## config.mk

```make
export PLATFORM = sky130hd
export DESIGN_NAME = vga_sync_gen_flat
export DESIGN_NICKNAME = d
export VERILOG_FILES = /design/src/rtl/vga_sync_if.sv /design/src/rtl/vga_sync_gen.sv /design/src/flat_wrapper.sv
export SDC_FILE = /design/constraint.sdc
export NUM_CORES = 1
export LEC_CHECK = 0
export BUFFER_PORTS_ARGS = -buffer_cell sky130_fd_sc_hd__buf_4
export CORE_MARGIN = 8
export CORE_UTILIZATION = 35
export CTS_CLUSTER_DIAMETER = 50
export DETAILED_ROUTE_END_ITERATION = 12
export PLACE_DENSITY = 0.59
export SETUP_SLACK_MARGIN = 0.1
export SLEW_MARGIN = 40
export SYNTH_ARGS = -nofsm -noshare
export SYNTH_HDL_FRONTEND = slang
export SYNTH_SLANG_ARGS = --single-unit
```

## constraint.sdc

```tcl
create_clock -name clk -period 3.4 [get_ports clk]
set_clock_uncertainty 0.05 [all_clocks]
set_input_delay 1.02 -clock clk [delete_from_list [all_inputs] [get_ports clk]]
set_output_delay 1.02 -clock clk [all_outputs]
set_load 0.01 [all_outputs]
```

## src/rtl/vga_sync_if.sv

```systemverilog
// VGA timing bundle: pixel strobe, raster coordinates, syncs and frame pulse.
// The generator drives every signal; consumers only observe and cannot stall it.
interface vga_sync_if;
  logic       p_tick;
  logic [9:0] x;
  logic [9:0] y;
  logic       hsync;
  logic       vsync;
  logic       video_on;
  logic       frame_tick;

  modport master (output p_tick, x, y, hsync, vsync, video_on, frame_tick);
  modport slave  (input  p_tick, x, y, hsync, vsync, video_on, frame_tick);
endinterface

```

## src/rtl/vga_sync_gen.sv

```systemverilog
// VGA raster timing generator: x/y/syncs update on the edge that ends each p_tick clk.
// Syncs are registered in step with x/y, video_on is combinational; free-running, no backpressure.
module vga_sync_gen #(
  parameter int H_DISPLAY = 640,
  parameter int H_FRONT   = 16,
  parameter int H_SYNC    = 96,
  parameter int H_BACK    = 48,
  parameter int V_DISPLAY = 480,
  parameter int V_FRONT   = 10,
  parameter int V_SYNC    = 2,
  parameter int V_BACK    = 33,
  parameter int PIX_DIV   = 4
) (
  input  logic       clk,
  input  logic       reset,
  vga_sync_if.master vga
);

  localparam int H_TOTAL = H_DISPLAY + H_FRONT + H_SYNC + H_BACK;
  localparam int V_TOTAL = V_DISPLAY + V_FRONT + V_SYNC + V_BACK;
  localparam int DIV_W   = (PIX_DIV > 1) ? $clog2(PIX_DIV) : 1;

  localparam logic [DIV_W-1:0] DIV_LAST = DIV_W'(PIX_DIV - 1);
  localparam logic [9:0] H_LAST   = 10'(H_TOTAL - 1);
  localparam logic [9:0] V_LAST   = 10'(V_TOTAL - 1);
  localparam logic [9:0] H_VIS    = 10'(H_DISPLAY);
  localparam logic [9:0] V_VIS    = 10'(V_DISPLAY);
  localparam logic [9:0] HS_START = 10'(H_DISPLAY + H_FRONT);
  localparam logic [9:0] HS_END   = 10'(H_DISPLAY + H_FRONT + H_SYNC - 1);
  localparam logic [9:0] VS_START = 10'(V_DISPLAY + V_FRONT);
  localparam logic [9:0] VS_END   = 10'(V_DISPLAY + V_FRONT + V_SYNC - 1);

  logic [DIV_W-1:0] div_cnt;
  logic [9:0]       x_q;
  logic [9:0]       y_q;
  logic [9:0]       x_nxt;
  logic [9:0]       y_nxt;
  logic             hsync_q;
  logic             vsync_q;
  logic             tick;

  assign tick = (div_cnt == DIV_LAST);

  // Line and frame wrap resolve in one update, so (0,V_TOTAL) never appears.
  always_comb begin
    x_nxt = x_q;
    y_nxt = y_q;
    if (tick) begin
      if (x_q == H_LAST) begin
        x_nxt = 10'd0;
        y_nxt = (y_q == V_LAST) ? 10'd0 : y_q + 10'd1;
      end else begin
        x_nxt = x_q + 10'd1;
      end
    end
  end

  always_ff @(posedge clk or negedge reset) begin
    if (!reset) begin
      div_cnt <= '0;
      x_q     <= 10'd0;
      y_q     <= 10'd0;
      hsync_q <= 1'b1;
      vsync_q <= 1'b1;
    end else begin
      div_cnt <= tick ? '0 : div_cnt + 1'b1;
      x_q     <= x_nxt;
      y_q     <= y_nxt;
      hsync_q <= !((x_nxt >= HS_START) && (x_nxt <= HS_END));
      vsync_q <= !((y_nxt >= VS_START) && (y_nxt <= VS_END));
    end
  end

  assign vga.p_tick     = tick;
  assign vga.x          = x_q;
  assign vga.y          = y_q;
  assign vga.hsync      = hsync_q;
  assign vga.vsync      = vsync_q;
  assign vga.video_on   = (x_q < H_VIS) && (y_q < V_VIS);
  assign vga.frame_tick = tick && (x_q == H_LAST) && (y_q == V_LAST);

endmodule

```

## src/flat_wrapper.sv

```systemverilog
// flat-port wrapper written by rule: the top's interface ports become plain ports
module vga_sync_gen_flat 
#(
  parameter int H_DISPLAY = 640,
  parameter int H_FRONT   = 16,
  parameter int H_SYNC    = 96,
  parameter int H_BACK    = 48,
  parameter int V_DISPLAY = 480,
  parameter int V_FRONT   = 10,
  parameter int V_SYNC    = 2,
  parameter int V_BACK    = 33,
  parameter int PIX_DIV   = 4
)
  (clk, reset, vga_p_tick, vga_x, vga_y, vga_hsync, vga_vsync, vga_video_on, vga_frame_tick);
  vga_sync_if vga_i ();
  input  logic clk;
  input  logic reset;
  output wire logic [$bits(vga_i.p_tick)-1:0] vga_p_tick;
  output wire logic [$bits(vga_i.x)-1:0] vga_x;
  output wire logic [$bits(vga_i.y)-1:0] vga_y;
  output wire logic [$bits(vga_i.hsync)-1:0] vga_hsync;
  output wire logic [$bits(vga_i.vsync)-1:0] vga_vsync;
  output wire logic [$bits(vga_i.video_on)-1:0] vga_video_on;
  output wire logic [$bits(vga_i.frame_tick)-1:0] vga_frame_tick;
  assign vga_p_tick = vga_i.p_tick;
  assign vga_x = vga_i.x;
  assign vga_y = vga_i.y;
  assign vga_hsync = vga_i.hsync;
  assign vga_vsync = vga_i.vsync;
  assign vga_video_on = vga_i.video_on;
  assign vga_frame_tick = vga_i.frame_tick;
  vga_sync_gen #(.H_DISPLAY(H_DISPLAY), .H_FRONT(H_FRONT), .H_SYNC(H_SYNC), .H_BACK(H_BACK), .V_DISPLAY(V_DISPLAY), .V_FRONT(V_FRONT), .V_SYNC(V_SYNC), .V_BACK(V_BACK), .PIX_DIV(PIX_DIV)) u_core (.clk(clk), .reset(reset), .vga(vga_i));
endmodule
```

==> results.txt <==
setup violators final - 0
post-synth top area cell - dfrtp_1
largest cells by area after synthesis - dfrtp_1, o21ai_0, dfstp_2
synth warn - 0
Avg Inst Size Synth - 9.30 um^2
Bufs and invs on worst path - 1
register area share after synthesis - 46.0%
maximum clock rate - 0.316 GHz
Total Wirelength - 3170 um
Yosys reg bits - 24
pre-CTS worst setup slack - 375 ps
Diodes inserted - 0
max cap viols - 0
Slew @ Worst Pin - 353 ps
minimum clock period after layout - 3170 ps
Adder-Cell Fraction of Synth Area - 3.82%
critical-path cell list - ha_1, nand3_1, or4_4, nor2_1, buf_4
initial antenna violation count - 0
IO Pins - 27
post-DP HPWL - 2380 um
placer congestion estimate - 0.834
die area - 5960 um^2
port bufs - 26
gr usage total - 10.8%
syn nets - 147
worst setup path class - reg2out
Clk Latency, worst-skew pair - 260 ps
RSZ-0062 raised after global routing - no
xor/xnor share of the synthesized area - 8.02%
TritonCTS Buffers - 3
hold_buf cts - 0
Leakage - 0.729 nW
post-synthesis compound-gate area fraction - 10.7%
global-route wire length before repair - 5420 um
Crit-path slowest cell - or4_4
std cell rows - 22
main combinational cell family by area after synthesis - simple AND/OR/NAND/NOR gates
design area - 1610 um^2
Placed Area - 1560 um^2
status - completed
layout cell share with drive strength beyond 1 - 21.6%
Area Growth Syn to Fin - 22.4%
routed len/inst - 14.7 um
Worst Path Arrival - 2100 ps
worst vdd ir - 0.242 mV
Largest stage delay, worst path - 640 ps
Hold Fails Final Rpt - 0
post-route insts no fill - 215
Post-CTS Setup Bufs - 0
synth unique cells - 36
pwr/cell area - 284 nW/um^2
post-route setup slack - 233 ps
synthesized area - 1310 um^2
R2R setup slack - 600 ps
Clock Tree Buf Depth - 2
post-synth top area share - 42.0%
largest net degree at the start of global routing - 25
antenna viol nets, final - 0
DR vias/cell - 5.33
Initial Utilization - 36.1%
final period utilization - 93.1%
clock slew at reported path FFs - 70 ps
via count - 1,146
Max-slew headroom - 76.3%
Critical Path Start Type - flip-flop
Simple-Gate Fraction of Synth Area - 26.8%
setup_tns - 0 ps
Crit path required time - 2330 ps
Clock Sinks - 24
Hold Crit Class - reg2reg
# placed instances - 212
GR Overflow Total - 0
post-synthesis mux area share - 0.763%
DRC Markers - 0
number of global-route vias before repair - 1,150
CTS H-tree lvls - 1
Worst Setup End Kind - primary output
pins over their slew limit - 0
Die W - 77.2 um
Crit path max-delay family - simple AND/OR/NAND/NOR gates
Post-Syn Instances - 141
Chip Height - 77.2 um
Pre-antenna DRT Iters - 4
Root Buffer - clkbuf_8
DRT iter0 DRCs - 68
Total Nets Final - 175
CTS tree - built
CORE AREA - 3630 um^2
CP Max Fanout - 11
## Yosys cell counts
cell and instances:
dfrtp_1 22, nand2_1 13, nor2_1 12, o21ai_0 11, inv_1 8, nand3_1 6
nand4_1 6, nor3_1 6, xnor2_1 6, xor2_1 6, ha_1 4, or4_1 4
and3_1 3, clkbuf_1 3, a2bb2oi_1 2, and3b_1 2, buf_2 2, dfstp_2 2
nand2b_1 2, nor4_1 2, o21a_1 2, o22ai_1 2, or2_2 2, a21o_1 1
a22oi_1 1, a41oi_1 1, and2_1 1, mux2i_1 1, nand3b_1 1, nor3b_1 1
nor4bb_1 1, o31a_1 1, o31ai_1 1, or3_1 1, or3b_1 1, or4b_1 1
## per-stage QoR
stage,total power [W],utilization (%),hold slack (ps)
after floorplan,0.000291,-,353
after global placement,0.000297,42.9,362
after detailed placement,0.000298,42.9,372
after CTS,0.000467,44.2,384
after global routing,0.000477,44.2,403
final,0.000456,44.2,380
## state kept, by name, indices dropped and copies added, names as in the netlist
name	count
u_core.vga.vsync	1
u_core.vga.hsync	1
u_core.vga.y	10
u_core.vga.x	10
u_core.div_cnt	2
## layer usage
| metal | GRT usage [%] | vias to the layer above | wire length (um) |
|---|---|---|---|
| met1 | 12.1 | 559 | 1390 |
| li1 | - | 555 | - |
| met3 | 3.96 | 6 | 177 |
| met5 | 0 | - | 0 |
| met2 | 18.6 | 26 | 1550 |
| met4 | 3.02 | 0 | 48 |
## repair_timing
| item | in CTS | in global routing |
|---|---|---|
| resized for setup | 1 | 0 |
| endpoints found under the hold margin | 0 | 0 |
| setup endpoints to repair | 1 | 0 |
## worst reg2reg max path: stages, from the launching register on
cell,delay (ps)
dfrtp_1,350
ha_1,320
nand3_1,230
or4_4,640
or4_1,520
a22oi_1,180
or4b_1,440
## cell families (layout without fill, tap and decap cells)
logic type | Yosys count | after routing
compound gates | 22 | 22
xor+xnor | 12 | 12
fa+ha+maj | 4 | 4
buf+inv | 13 | 39
flops | 24 | 24
mux | 1 | 1
simple gates | 65 | 65
## path summary, 6_finish.rpt
check	startpoint	endpoint	cells after the start
setup / recovery	u_core.div_cnt[0]$_DFF_PN0_	vga_frame_tick	5
hold / removal	u_core.div_cnt[0]$_DFF_PN0_	u_core.div_cnt[0]$_DFF_PN0_	1
setup reg to reg	u_core.div_cnt[0]$_DFF_PN0_	u_core.vga.vsync$_DFF_PN1_	6
hold reg to reg	u_core.div_cnt[0]$_DFF_PN0_	u_core.div_cnt[0]$_DFF_PN0_	1
max in group asynchronous	reset	u_core.vga.hsync$_DFF_PN1_	1
min in group asynchronous	reset	u_core.vga.y[4]$_DFF_PN0_	1
## cell usage in the layout, fill, tap and decap left out, types with 2 or more instances in the layout
master / instances
xor2_1: 6
inv_1: 8
dfrtp_1: 22
nor4_1: 2
o22ai_1: 2
nor3_1: 6
and3b_1: 2
or4_1: 3
nor2_1: 12
nand2b_1: 2
nand4_1: 6
ha_1: 4
buf_4: 28
dfstp_2: 2
nand2_1: 13
clkbuf_8: 3
o21a_1: 2
nand3_1: 6
or2_2: 2
xnor2_1: 6
a2bb2oi_1: 2
o21ai_0: 11
and3_1: 3
## final cells by class
class | count | area, um^2
fillers | 381 | 2030
multi-input cells | 104 | 661
flip-flops and latches | 24 | 603
clock buffers | 3 | 41.3
well taps | 48 | 60.1
repair buffers | 28 | 210
inverters | 8 | 30.0
## where the power goes
part | switching, W | leakage (nW) | internal, W | total (W)
clock | 0.0000856 | 0.0216 | 0.0000792 | 0.000165
sequential | 0 | 0.314 | 0.000285 | 0.000285
combinational | 0.00000532 | 0.393 | 0.000000784 | 0.00000610
total | 0.0000909 | 0.729 | 0.000365 | 0.000456
Note: power is estimated with default switching activity, not from simulation.
